==> src/rtl/parity_stream_accumulator.sv <==
// Multi-beat stream parity: result registered 1 cycle after the last beat, held until consumed; in_ready drops while a result is held.
// Define PARITY_CHECK_EN to add in_par/out_err for checking against an expected packet parity.
module parity_stream_accumulator #(
  parameter int WIDTH   = 32,
  parameter int COUNT_W = 8,
  parameter int ODD     = 0
) (
  input  logic               clk,
  input  logic               rst,
  input  logic               in_valid,
  output logic               in_ready,
  input  logic [WIDTH-1:0]   in_data,
  input  logic               in_last,
  output logic               out_valid,
  input  logic               out_ready,
  output logic               out_parity,
  output logic [COUNT_W-1:0] out_count,
`ifdef PARITY_CHECK_EN
  input  logic               in_par,
  output logic               out_err,
`endif
  output logic               busy
);

  localparam logic [COUNT_W-1:0] CNT_MAX = '1;
  localparam logic               ODD_BIT = (ODD != 0);

  logic               acc;
  logic [COUNT_W-1:0] cnt;
  logic [COUNT_W-1:0] cnt_inc;
  logic               wp;
  logic               accept;
  logic               pkt_par;

  assign in_ready = !out_valid || out_ready;
  assign accept   = in_valid && in_ready;
  assign wp       = ^in_data;
  assign pkt_par  = acc ^ wp ^ ODD_BIT;
  // Count sticks at all-ones so very long packets never alias to short ones.
  assign cnt_inc  = (cnt == CNT_MAX) ? cnt : cnt + COUNT_W'(1);
  assign busy     = (cnt != '0);

  always_ff @(posedge clk) begin
    if (rst) begin
      acc        <= 1'b0;
      cnt        <= '0;
      out_valid  <= 1'b0;
      out_parity <= 1'b0;
      out_count  <= '0;
`ifdef PARITY_CHECK_EN
      out_err    <= 1'b0;
`endif
    end else begin
      if (accept && !in_last) begin
        acc <= acc ^ wp;
        cnt <= cnt_inc;
      end

      if (accept && in_last) begin
        out_parity <= pkt_par;
        out_count  <= cnt_inc;
        out_valid  <= 1'b1;
        acc        <= 1'b0;
        cnt        <= '0;
`ifdef PARITY_CHECK_EN
        out_err    <= (pkt_par != in_par);
`endif
      end else if (out_valid && out_ready) begin
        out_valid <= 1'b0;
`ifdef PARITY_CHECK_EN
        out_err   <= 1'b0;
`endif
      end
    end
  end

endmodule
==> config.mk <==
export PLATFORM = sky130hd
export DESIGN_NAME = parity_stream_accumulator
export DESIGN_NICKNAME = d
export VERILOG_FILES = /design/src/rtl/parity_stream_accumulator.sv
export SDC_FILE = /design/constraint.sdc
export NUM_CORES = 1
export LEC_CHECK = 0
export CORE_AREA = 2 2 56 58
export DETAILED_ROUTE_END_ITERATION = 16
export DIE_AREA = 0 0 58 60
export PLACE_DENSITY_LB_ADDON = 0.3
export SYNTH_ARGS = -nofsm -noshare
export SYNTH_HDL_FRONTEND = slang
export SYNTH_SLANG_ARGS = --single-unit
==> constraint.sdc <==
create_clock -name clk -period 2 [get_ports clk]
set_input_delay 0.4 -clock clk [delete_from_list [all_inputs] [get_ports clk]]
set_output_delay 0.4 -clock clk [all_outputs]
set_load 0.005 [all_outputs]
[After elaboration in Yosys (flattened, before gate mapping)]
Cells that the tools add are included.
Word-level totals
  bits in registers: 19
  input port bits: 37
  logic and storage cells: 22
Operators by class
  add/subtract/negate cells: 1
  eq/ne operators: 1
  mux-type cells: 3
  bitwise operators: 1
  reductions and logical operators: 11
Operators with widths (count)
  $reduce_xor A32 Y1: 1
  $add A8 B1 Y8 const B: 1
  $eq A8 B8 Y1 const B: 1
  $mux W8: 1
  $reduce_bool A8 Y1: 1
  $logic_and A1 B1 Y1: 4
  $logic_not A1 Y1: 2
  $mux W1: 2
  $reduce_bool A2 Y1: 1
  $reduce_or A2 Y1: 1
  $logic_or A1 B1 Y1: 1
  $xor A1 B1 Y1: 1

[Longest topological paths before layout]
Gate-level depths: netlist (run 1).
  word-level depth: 5
  gate-level depth with buffers: 7
  gate-level depth less buffers: 7

[Worst setup path after synthesis (run 1)]
OpenSTA, ideal clock, no wires.
  path type: flip-flop to flip-flop
  start point: register cnt[0]
  end point: register cnt[3]
  library setup time: 70 ps
  arrival: 1678 ps
  data required time: 1930 ps
  slack: 251 ps
  stages on the path, launching flop included: 7
  path buffers: 0
  path through: dfxtp_1 ha_1 and4_1 nand4_2 nand4_1 or4_1 a21oi_1
Between the ends
  cells in the longest elaborated chain, start to end: 2
Ends and longest elaborated chain
  start: declaration: line 29  | logic [COUNT_W-1:0] cnt;
  start signal: assignment: line 56  | cnt <= cnt_inc;
  $add A8 B1 Y8 or $eq A8 B8 Y1 (tied branches): line 40  | assign cnt_inc = (cnt == CNT_MAX) ? cnt : cnt + COUNT_W'(1);
  $mux W8 (*): line 40
Every way passes the cells marked *; elsewhere a longest branch is shown, timed or not.
A chain may end at the register's enable or synchronous reset.

[Worst setup path after layout (run 1)]
  start point: input port out_ready
  end point: output port in_ready
Between the ends
  cells in the longest elaborated chain, start to end: 1
Ends and longest elaborated chain
  start: declaration: line 15  | input logic out_ready,
  $logic_or A1 B1 Y1: line 35  | assign in_ready = !out_valid || out_ready;
  end: declaration: line 11  | output logic in_ready,
Every way passes these cells.

==> run_summary.xml, run 1 <==
<?xml version="1.0" encoding="UTF-8"?>
<metrics>
  <group name="outcome">
    <metric name="status" unit="">completed</metric>
  </group>
  <group name="routing">
    <metric name="dr.pass1.iters" unit="">5</metric>
    <metric name="first_iter_violations" unit="">36</metric>
    <metric name="dr_total_vias" unit="">1155</metric>
    <metric name="ratio_of_routed_vias_to_standard_cells" unit="">5.09</metric>
    <metric name="post_drt_wl_per_cell" unit="um">13.5</metric>
    <metric name="ant_nets" unit="">0</metric>
    <metric name="route.detailed.drc" unit="">0</metric>
    <metric name="wl" unit="um">3060</metric>
  </group>
  <group name="layout">
    <metric name="final_design_area_no_fill" unit="um2">1770</metric>
    <metric name="post_route_cells_drive_above_1_share" unit="%">8.76</metric>
    <metric name="count_of_inserted_antenna_diode_cells" unit="">0</metric>
    <metric name="area_delta_synth_final" unit="%">51.1</metric>
    <metric name="num-nets-final" unit="">234</metric>
  </group>
  <group name="min_path">
    <metric name="timing.hold.worst.start" unit="">out_count[7]</metric>
    <metric name="whs_endpoint" unit="">out_count[7]</metric>
    <metric name="timing.hold.worst.class" unit="">flip-flop to flip-flop</metric>
    <metric name="worstHoldPathCells" unit="">2</metric>
  </group>
  <group name="place">
    <metric name="port_buffers" unit="">48</metric>
    <metric name="post-place-ws" unit="ns">-0.181</metric>
    <metric name="detailedPlacementHpwl" unit="um">2470</metric>
    <metric name="place_congestion" unit="">0.771</metric>
    <metric name="post_placement_cell_area" unit="um2">1720</metric>
  </group>
  <group name="power_and_ir_drop">
    <metric name="power.density_cell_area" unit="nW/um2">570</metric>
    <metric name="vdd_drop_max" unit="uV">441</metric>
    <metric name="intPower" unit="mW">0.726</metric>
    <metric name="leakagePower" unit="nW">0.647</metric>
    <metric name="netSwitchingFraction" unit="%">28.2</metric>
    <metric name="clockPowerShare" unit="%">19.2</metric>
    <metric name="switchingPower" unit="mW">0.285</metric>
    <metric name="combinationalPowerShare" unit="%">40.5</metric>
    <metric name="power_frac_seq" unit="%">40.3</metric>
  </group>
  <group name="die">
    <metric name="dieHeight" unit="um">60</metric>
    <metric name="floorplan.initialDensity" unit="%">40.4</metric>
    <metric name="row_count" unit="">20</metric>
    <metric name="die_area" unit="um2">3480</metric>
    <metric name="coreArea" unit="um2">2900</metric>
    <metric name="boundaryPins" unit="">49</metric>
    <metric name="die_wd" unit="um">58</metric>
  </group>
  <group name="worst_setup_path">
    <metric name="crit_path_cell_trace" unit="">clkdlybuf4s50_1 &gt; nand2b_1 &gt; clkdlybuf4s50_1</metric>
    <metric name="critPathBufInv" unit="">2</metric>
    <metric name="crit_path_start_kind" unit="">input port</metric>
    <metric name="cpPeakStageDelay" unit="ns">0.52</metric>
    <metric name="crit_path_max_fanout" unit="">4</metric>
    <metric name="worst-r2r-cell-count" unit="">7</metric>
    <metric name="worst_r2r_setup_slack" unit="ns">0.10</metric>
    <metric name="cp_common_cell" unit="">sky130_fd_sc_hd__clkdlybuf4s50_1</metric>
    <metric name="crit-reg2reg-capture" unit="">cnt[3]</metric>
    <metric name="criticalPathCategory" unit="">input port to output pin</metric>
    <metric name="critical_path.slowest_cell" unit="">sky130_fd_sc_hd__clkdlybuf4s50_1</metric>
    <metric name="timing.critical_path.max_delay_family" unit="">buffers and inverters</metric>
    <metric name="worst-endpoint-arrival" unit="ns">1.52</metric>
    <metric name="rr_startpoint" unit="">cnt[0]</metric>
    <metric name="required" unit="ns">1.60</metric>
    <metric name="critPathCaptureType" unit="">output pin</metric>
  </group>
  <group name="sta">
    <metric name="worst_slack" unit="ns">0.0825</metric>
    <metric name="finalSetupViolCount" unit="">0</metric>
    <metric name="final_hold_viol_count" unit="">0</metric>
    <metric name="slew_violations" unit="">0</metric>
    <metric name="timing.fmax" unit="MHz">522</metric>
    <metric name="final.setup_skew" unit="ns">0.00897</metric>
    <metric name="final_period_minus_worst_setup_slack" unit="ns">1.92</metric>
    <metric name="worst_pin_slew" unit="ns">0.658</metric>
    <metric name="maxSlewHeadroom" unit="%">56.1</metric>
    <metric name="unrepaired_setup_endpoints_after_global_routing" unit="">no</metric>
    <metric name="final.period_utilization" unit="%">95.9</metric>
  </group>
  <group name="synth">
    <metric name="synth_top_family_by_area" unit="">XOR/XNOR gates</metric>
    <metric name="post_synth_fa_ha_maj_area_fraction" unit="%">2.13</metric>
    <metric name="netlist_top_cells_area" unit="">sky130_fd_sc_hd__dfxtp_1 (32%), sky130_fd_sc_hd__xnor2_1 (20%), sky130_fd_sc_hd__a21oi_1 (4.7%), sky130_fd_sc_hd__nand2_1 (4.5%), sky130_fd_sc_hd__xor2_1 (3.7%)</metric>
    <metric name="synth_cell_types" unit="">35</metric>
    <metric name="postSynthAreaPerCell" unit="um2">8.38</metric>
    <metric name="syn_inst" unit="">140</metric>
    <metric name="synth.mux.area_fraction" unit="%">0</metric>
    <metric name="synthesis.area" unit="um2">1170</metric>
    <metric name="yosys_warnings" unit="">0</metric>
    <metric name="synth-compound-area-share" unit="%">16.3</metric>
    <metric name="postSynthRegisterBits" unit="">19</metric>
    <metric name="synth.net_count" unit="">179</metric>
    <metric name="synthXorXnorAreaFrac" unit="%">27.2</metric>
    <metric name="synth_top_area_share" unit="%">32.4</metric>
    <metric name="synth_sequential_area_ratio" unit="%">32.4</metric>
    <metric name="synth_area_leader_cell" unit="">sky130_fd_sc_hd__dfxtp_1</metric>
    <metric name="yosys.area_share.simple" unit="%">19.4</metric>
  </group>
  <group name="grt">
    <metric name="globalRouteTotalUtil" unit="%">19.4</metric>
    <metric name="grt_pass1_wl" unit="um">5110</metric>
    <metric name="number_of_global_route_vias_before_repair" unit="">1127</metric>
    <metric name="grt_max_degree" unit="">12</metric>
    <metric name="grt_antenna_before_repair" unit="">0</metric>
    <metric name="global_route.overflow_total" unit="">0</metric>
  </group>
  <group name="clock_network">
    <metric name="cts_tree" unit="">built</metric>
    <metric name="clock-sinks" unit="">19</metric>
    <metric name="worstSkewPairLatency" unit="ns">0.31</metric>
    <metric name="htreeDepth" unit="">1</metric>
    <metric name="clockBufferDepth" unit="">2</metric>
    <metric name="cts_buffers" unit="">3</metric>
    <metric name="ctsHoldBuffers" unit="">0</metric>
    <metric name="clock-root-buffer" unit="">sky130_fd_sc_hd__clkbuf_4</metric>
    <metric name="clkSlewWorstSetupHoldPaths" unit="ns">0.11</metric>
  </group>
  <group name="job">
    <metric name="max_cap_violations" unit="">0</metric>
  </group>
</metrics>
cell usage in the layout, fill, tap and decap left out, types with 2 or more instances in the layout:
| cell type | n |
|---|---|
| sky130_fd_sc_hd__a31oi_1 | 3 |
| sky130_fd_sc_hd__nand2b_1 | 2 |
| sky130_fd_sc_hd__nor3_1 | 4 |
| sky130_fd_sc_hd__dfxtp_1 | 17 |
| sky130_fd_sc_hd__clkbuf_4 | 3 |
| sky130_fd_sc_hd__ha_1 | 2 |
| sky130_fd_sc_hd__dfxtp_4 | 2 |
| sky130_fd_sc_hd__nor2_1 | 9 |
| sky130_fd_sc_hd__nand3_1 | 4 |
| sky130_fd_sc_hd__xor2_1 | 5 |
| sky130_fd_sc_hd__buf_4 | 8 |
| sky130_fd_sc_hd__clkdlybuf4s50_1 | 47 |
| sky130_fd_sc_hd__inv_1 | 2 |
| sky130_fd_sc_hd__a22o_1 | 3 |
| sky130_fd_sc_hd__xnor2_1 | 27 |
| sky130_fd_sc_hd__o21ai_1 | 8 |
| sky130_fd_sc_hd__a21oi_1 | 11 |
| sky130_fd_sc_hd__a22oi_1 | 2 |
| sky130_fd_sc_hd__nand2_1 | 14 |
cell usage after synthesis, drive strengths merged:
cell type,number
or2,1
nor4,1
nand2,14
a31oi,3
dfxtp,19
inv,2
a22o,3
o21a,1
ha,2
xnor3,1
clkbuf,6
or4,1
and3,1
o21ai,9
nor4b,1
or3,1
nand3b,1
nor3,4
xnor2,28
a22oi,2
a21oi,11
a32oi,1
nor2,9
nand4,2
nor2b,1
and4,1
o211ai,1
xor2,5
nand3,4
a21o,1
nand2b,2
and2,1
final cells by class:
cell class	instances	area, um2
fill	259	1130
multi-input combinational	113	769
timing repair buffer	56	539
clock inverter	1	5.00
sequential	19	388
clock buffer	3	22.5
inverter	2	7.51
tap	33	41.3
worst reg2reg max path, stage by stage (launching register included):
cell                      delay (ns)
sky130_fd_sc_hd__dfxtp_4        0.35
sky130_fd_sc_hd__buf_4          0.15
sky130_fd_sc_hd__ha_1           0.21
sky130_fd_sc_hd__and4_1         0.25
sky130_fd_sc_hd__nand4_2        0.14
sky130_fd_sc_hd__nand4_1        0.18
sky130_fd_sc_hd__or4_1          0.43
sky130_fd_sc_hd__a21oi_1        0.13
kinds of logic after synthesis:
group,count (synthesis)
AND/OR/NAND/NOR,45
adder cells (fa/ha/maj),2
AO/OA/AOI/OAI,32
buffers and inverters,8
flip-flops,19
XOR/XNOR,34
power by group through the flow:
stage | clock (mW) | combinational [mW] | sequential [mW]
floorplan | 0 | 0.268 | 0.419
global placement | 0 | 0.399 | 0.420
detailed placement | 0 | 0.409 | 0.420
CTS | 0.198 | 0.415 | 0.408
global route | 0.218 | 0.447 | 0.411
finish | 0.194 | 0.410 | 0.407
metal layers:
| layer | up-vias | wire (um) | share of wire (%) | GRT usage [%] |
|---|---|---|---|---|
| met5 | - | 0 | 0 | 0 |
| li1 | 595 | - | - | - |
| met4 | 0 | 27 | 0.88 | 5.32 |
| met3 | 4 | 131 | 4.3 | 4.55 |
| met2 | 26 | 1590 | 52 | 35.4 |
| met1 | 530 | 1310 | 43 | 22.6 |
how the worst max path moves through the flow:
stage                start          to  cells past startpoint
2_1_floorplan       cnt[0]      cnt[3]                      6
3_3_place_gp    in_data[9]  out_parity                      7
3_5_place_dp   in_data[31]  out_parity                      7
4_1_cts          out_ready    in_ready                      3
5_1_grt             cnt[0]        busy                      5
6_report         out_ready    in_ready                      3
sequential cells by signal (all words and copies together), names as in the netlist:
name        cells
acc             1
cnt             8
out_count       8
out_parity      1
out_valid       1
metrics by stage:
step           power (mW)  hold WS (ns)  setup TNS [ns]  std cells  util, %
2_1_floorplan       0.687         0.442               0        140        -
6_report             1.01         0.456               0        227     61.1
4_1_cts              1.02         0.463               0        227     61.1
3_5_place_dp        0.830         0.447          -0.389        221     59.2
5_1_grt              1.08         0.484               0        227     61.1
3_3_place_gp        0.819         0.438          -0.271        221     59.2
timing repair:
item                       in CTS  in global routing
setup endpoints to repair       1                  0
buffers inserted                2                  0
gates resized for setup         6                  0
Power figures use the tool's default switching activity.
==> inputs of run 2 (changes only) <==
--- a/config.mk
+++ b/config.mk
@@ -9,6 +9,7 @@
 export DETAILED_ROUTE_END_ITERATION = 16
 export DIE_AREA = 0 0 58 60
 export PLACE_DENSITY_LB_ADDON = 0.3
+export SLEW_MARGIN = 20
 export SYNTH_ARGS = -nofsm -noshare
 export SYNTH_HDL_FRONTEND = slang
 export SYNTH_SLANG_ARGS = --single-unit
==> results of run 2 <==
The final DEF is identical to that of run 1; final timing and power are the same.
==> inputs of run 3 (changes only) <==
--- a/config.mk
+++ b/config.mk
@@ -8,7 +8,7 @@
 export CORE_AREA = 2 2 56 58
 export DETAILED_ROUTE_END_ITERATION = 16
 export DIE_AREA = 0 0 58 60
-export PLACE_DENSITY_LB_ADDON = 0.3
+export PLACE_DENSITY = 0.78
 export SLEW_MARGIN = 20
 export SYNTH_ARGS = -nofsm -noshare
 export SYNTH_HDL_FRONTEND = slang
==> run_summary.xml, run 3 (synthesis results as in run 1) <==
<?xml version="1.0" encoding="UTF-8"?>
<metrics>
  <group name="min_path">
    <metric name="timing.hold.worst.class" unit="">flip-flop to flip-flop</metric>
  </group>
  <group name="die">
    <metric name="die_wd" unit="um">58</metric>
    <metric name="boundaryPins" unit="">49</metric>
    <metric name="die_area" unit="um2">3480</metric>
    <metric name="dieHeight" unit="um">60</metric>
    <metric name="floorplan.initialDensity" unit="%">40.4</metric>
    <metric name="coreArea" unit="um2">2900</metric>
    <metric name="row_count" unit="">20</metric>
  </group>
  <group name="layout">
    <metric name="num-nets-final" unit="">237</metric>
    <metric name="layout_commonest_cell" unit="">sky130_fd_sc_hd__clkdlybuf4s50_1</metric>
    <metric name="layout_common_cells" unit="">sky130_fd_sc_hd__clkdlybuf4s50_1 (47), sky130_fd_sc_hd__xnor2_1 (27), sky130_fd_sc_hd__dfxtp_1 (17)</metric>
    <metric name="count_of_inserted_antenna_diode_cells" unit="">0</metric>
    <metric name="final_core_util" unit="%">62.1</metric>
    <metric name="final_design_area_no_fill" unit="um2">1800</metric>
    <metric name="largest_registers" unit="">cnt x8, out_count x8</metric>
    <metric name="area_delta_synth_final" unit="%">53.5</metric>
    <metric name="post_route_cells_drive_above_1_share" unit="%">10.2</metric>
  </group>
  <group name="worst_setup_path">
    <metric name="criticalPathCategory" unit="">input port to output pin</metric>
    <metric name="critPathCaptureType" unit="">output pin</metric>
    <metric name="worst-endpoint-arrival" unit="ns">1.52</metric>
    <metric name="crit_path_start_kind" unit="">input port</metric>
    <metric name="crit_path_max_fanout" unit="">4</metric>
    <metric name="required" unit="ns">1.60</metric>
  </group>
  <group name="grt">
    <metric name="grt_pass1_wl" unit="um">4730</metric>
    <metric name="grt_max_degree" unit="">12</metric>
    <metric name="global_route.overflow_total" unit="">0</metric>
    <metric name="number_of_global_route_vias_before_repair" unit="">1131</metric>
    <metric name="globalRouteTotalUtil" unit="%">17.4</metric>
    <metric name="grt_antenna_before_repair" unit="">0</metric>
  </group>
  <group name="routing">
    <metric name="ant_nets" unit="">0</metric>
    <metric name="first_iter_violations" unit="">39</metric>
    <metric name="post_drt_wl_per_cell" unit="um">12.6</metric>
    <metric name="route.detailed.drc" unit="">0</metric>
    <metric name="wl_met1" unit="um">1170</metric>
    <metric name="highest_layer" unit="">met4</metric>
    <metric name="met2_wirelength" unit="um">1560</metric>
    <metric name="dr.pass1.iters" unit="">4</metric>
    <metric name="ratio_of_routed_vias_to_standard_cells" unit="">5.16</metric>
    <metric name="wl" unit="um">2910</metric>
    <metric name="met3_length" unit="um">108</metric>
    <metric name="dr_total_vias" unit="">1186</metric>
  </group>
  <group name="place">
    <metric name="post-place-ws" unit="ns">-0.155</metric>
    <metric name="detailedPlacementHpwl" unit="um">2370</metric>
    <metric name="place_congestion" unit="">0.828</metric>
    <metric name="post_placement_cell_area" unit="um2">1730</metric>
    <metric name="port_buffers" unit="">48</metric>
  </group>
  <group name="clock_network">
    <metric name="clock-root-buffer" unit="">sky130_fd_sc_hd__clkbuf_4</metric>
    <metric name="clock-sinks" unit="">19</metric>
    <metric name="clkSlewWorstSetupHoldPaths" unit="ns">0.10</metric>
    <metric name="htreeDepth" unit="">1</metric>
    <metric name="worstSkewPairLatency" unit="ns">0.30</metric>
    <metric name="ctsHoldBuffers" unit="">0</metric>
    <metric name="cts_tree" unit="">built</metric>
    <metric name="clockBufferDepth" unit="">2</metric>
    <metric name="cts_buffers" unit="">3</metric>
  </group>
  <group name="sta">
    <metric name="maxSlewHeadroom" unit="%">54.5</metric>
    <metric name="final.period_utilization" unit="%">96.0</metric>
    <metric name="final.setup_skew" unit="ns">0.00187</metric>
    <metric name="slew_violations" unit="">0</metric>
    <metric name="worst_pin_slew" unit="ns">0.682</metric>
    <metric name="final_period_minus_worst_setup_slack" unit="ns">1.92</metric>
    <metric name="timing.fmax" unit="MHz">521</metric>
    <metric name="unrepaired_setup_endpoints_after_global_routing" unit="">no</metric>
    <metric name="tns" unit="ns">0</metric>
    <metric name="final_hold_viol_count" unit="">0</metric>
    <metric name="worst_slack" unit="ns">0.0794</metric>
    <metric name="finalSetupViolCount" unit="">0</metric>
  </group>
  <group name="power_and_ir_drop">
    <metric name="leakagePower" unit="nW">0.667</metric>
    <metric name="vdd_drop_max" unit="uV">545</metric>
    <metric name="power.total" unit="mW">1.01</metric>
    <metric name="power.density_cell_area" unit="nW/um2">562</metric>
  </group>
  <group name="outcome">
    <metric name="status" unit="">completed</metric>
  </group>
  <group name="job">
    <metric name="max_cap_violations" unit="">0</metric>
  </group>
</metrics>
-- run 3: cell types whose count changed in the layout (fill, tap and decap cells not counted), sizes merged --
cell	delta
buf	+3
-- run 3: routing by layer --
| layer | up-vias | track usage [%] |
|---|---|---|
| li1 | 600 | - |
| met1 | 549 | 19.2 |
| met2 | 29 | 32.3 |
| met3 | 8 | 3.25 |
| met4 | 0 | 7.97 |
| met5 | - | 0 |
-- run 3: timing repair --
| action | CTS | global route |
|---|---|---|
| pin swaps | 0 | 1 |
| endpoints found under the hold margin | 0 | 0 |
| buffers inserted | 2 | 1 |
| endpoints found under the setup margin | 1 | 1 |
| resized for setup | 5 | 1 |
-- run 3: worst max-delay path, cell delays in order --
cell	delay, ns
sky130_fd_sc_hd__clkdlybuf4s50_1	0.44
sky130_fd_sc_hd__nand2b_1	0.16
sky130_fd_sc_hd__clkdlybuf4s50_1	0.52
-- run 3: worst paths after layout --
kind | cells past startpoint | start | slack, ns | endpoint
hold reg to reg | 2 | out_count[7] | 0.45 | out_count[7]
setup / recovery | 3 | out_ready | 0.08 | in_ready
setup reg to reg | 7 | cnt[0] | 0.14 | cnt[3]
hold / removal | 2 | out_count[7] | 0.45 | out_count[7]
-- run 3: stage by stage --
| step | cells | hold WS [ns] |
|---|---|---|
| 2_1_floorplan | 140 | 0.442 |
| 5_1_grt | 230 | 0.486 |
| 3_3_place_gp | 223 | 0.436 |
| 6_report | 230 | 0.451 |
| 4_1_cts | 229 | 0.456 |
| 3_5_place_dp | 223 | 0.441 |
-- run 3: final cells by class --
cell class / instances / area (um2)
clock inverters: 1 / 5.00
flip-flops and latches: 19 / 385
multi-input cells: 113 / 778
well taps: 33 / 41.3
fillers: 260 / 1100
clock buffers: 3 / 22.5
inverters: 2 / 7.51
repair buffers: 59 / 562
-- run 3: power by group --
part	leakage, nW	switching, mW	internal, mW
registers	0.155	0.0115	0.397
clock network	0.0177	0.115	0.0747
logic	0.494	0.158	0.256
total	0.667	0.284	0.728
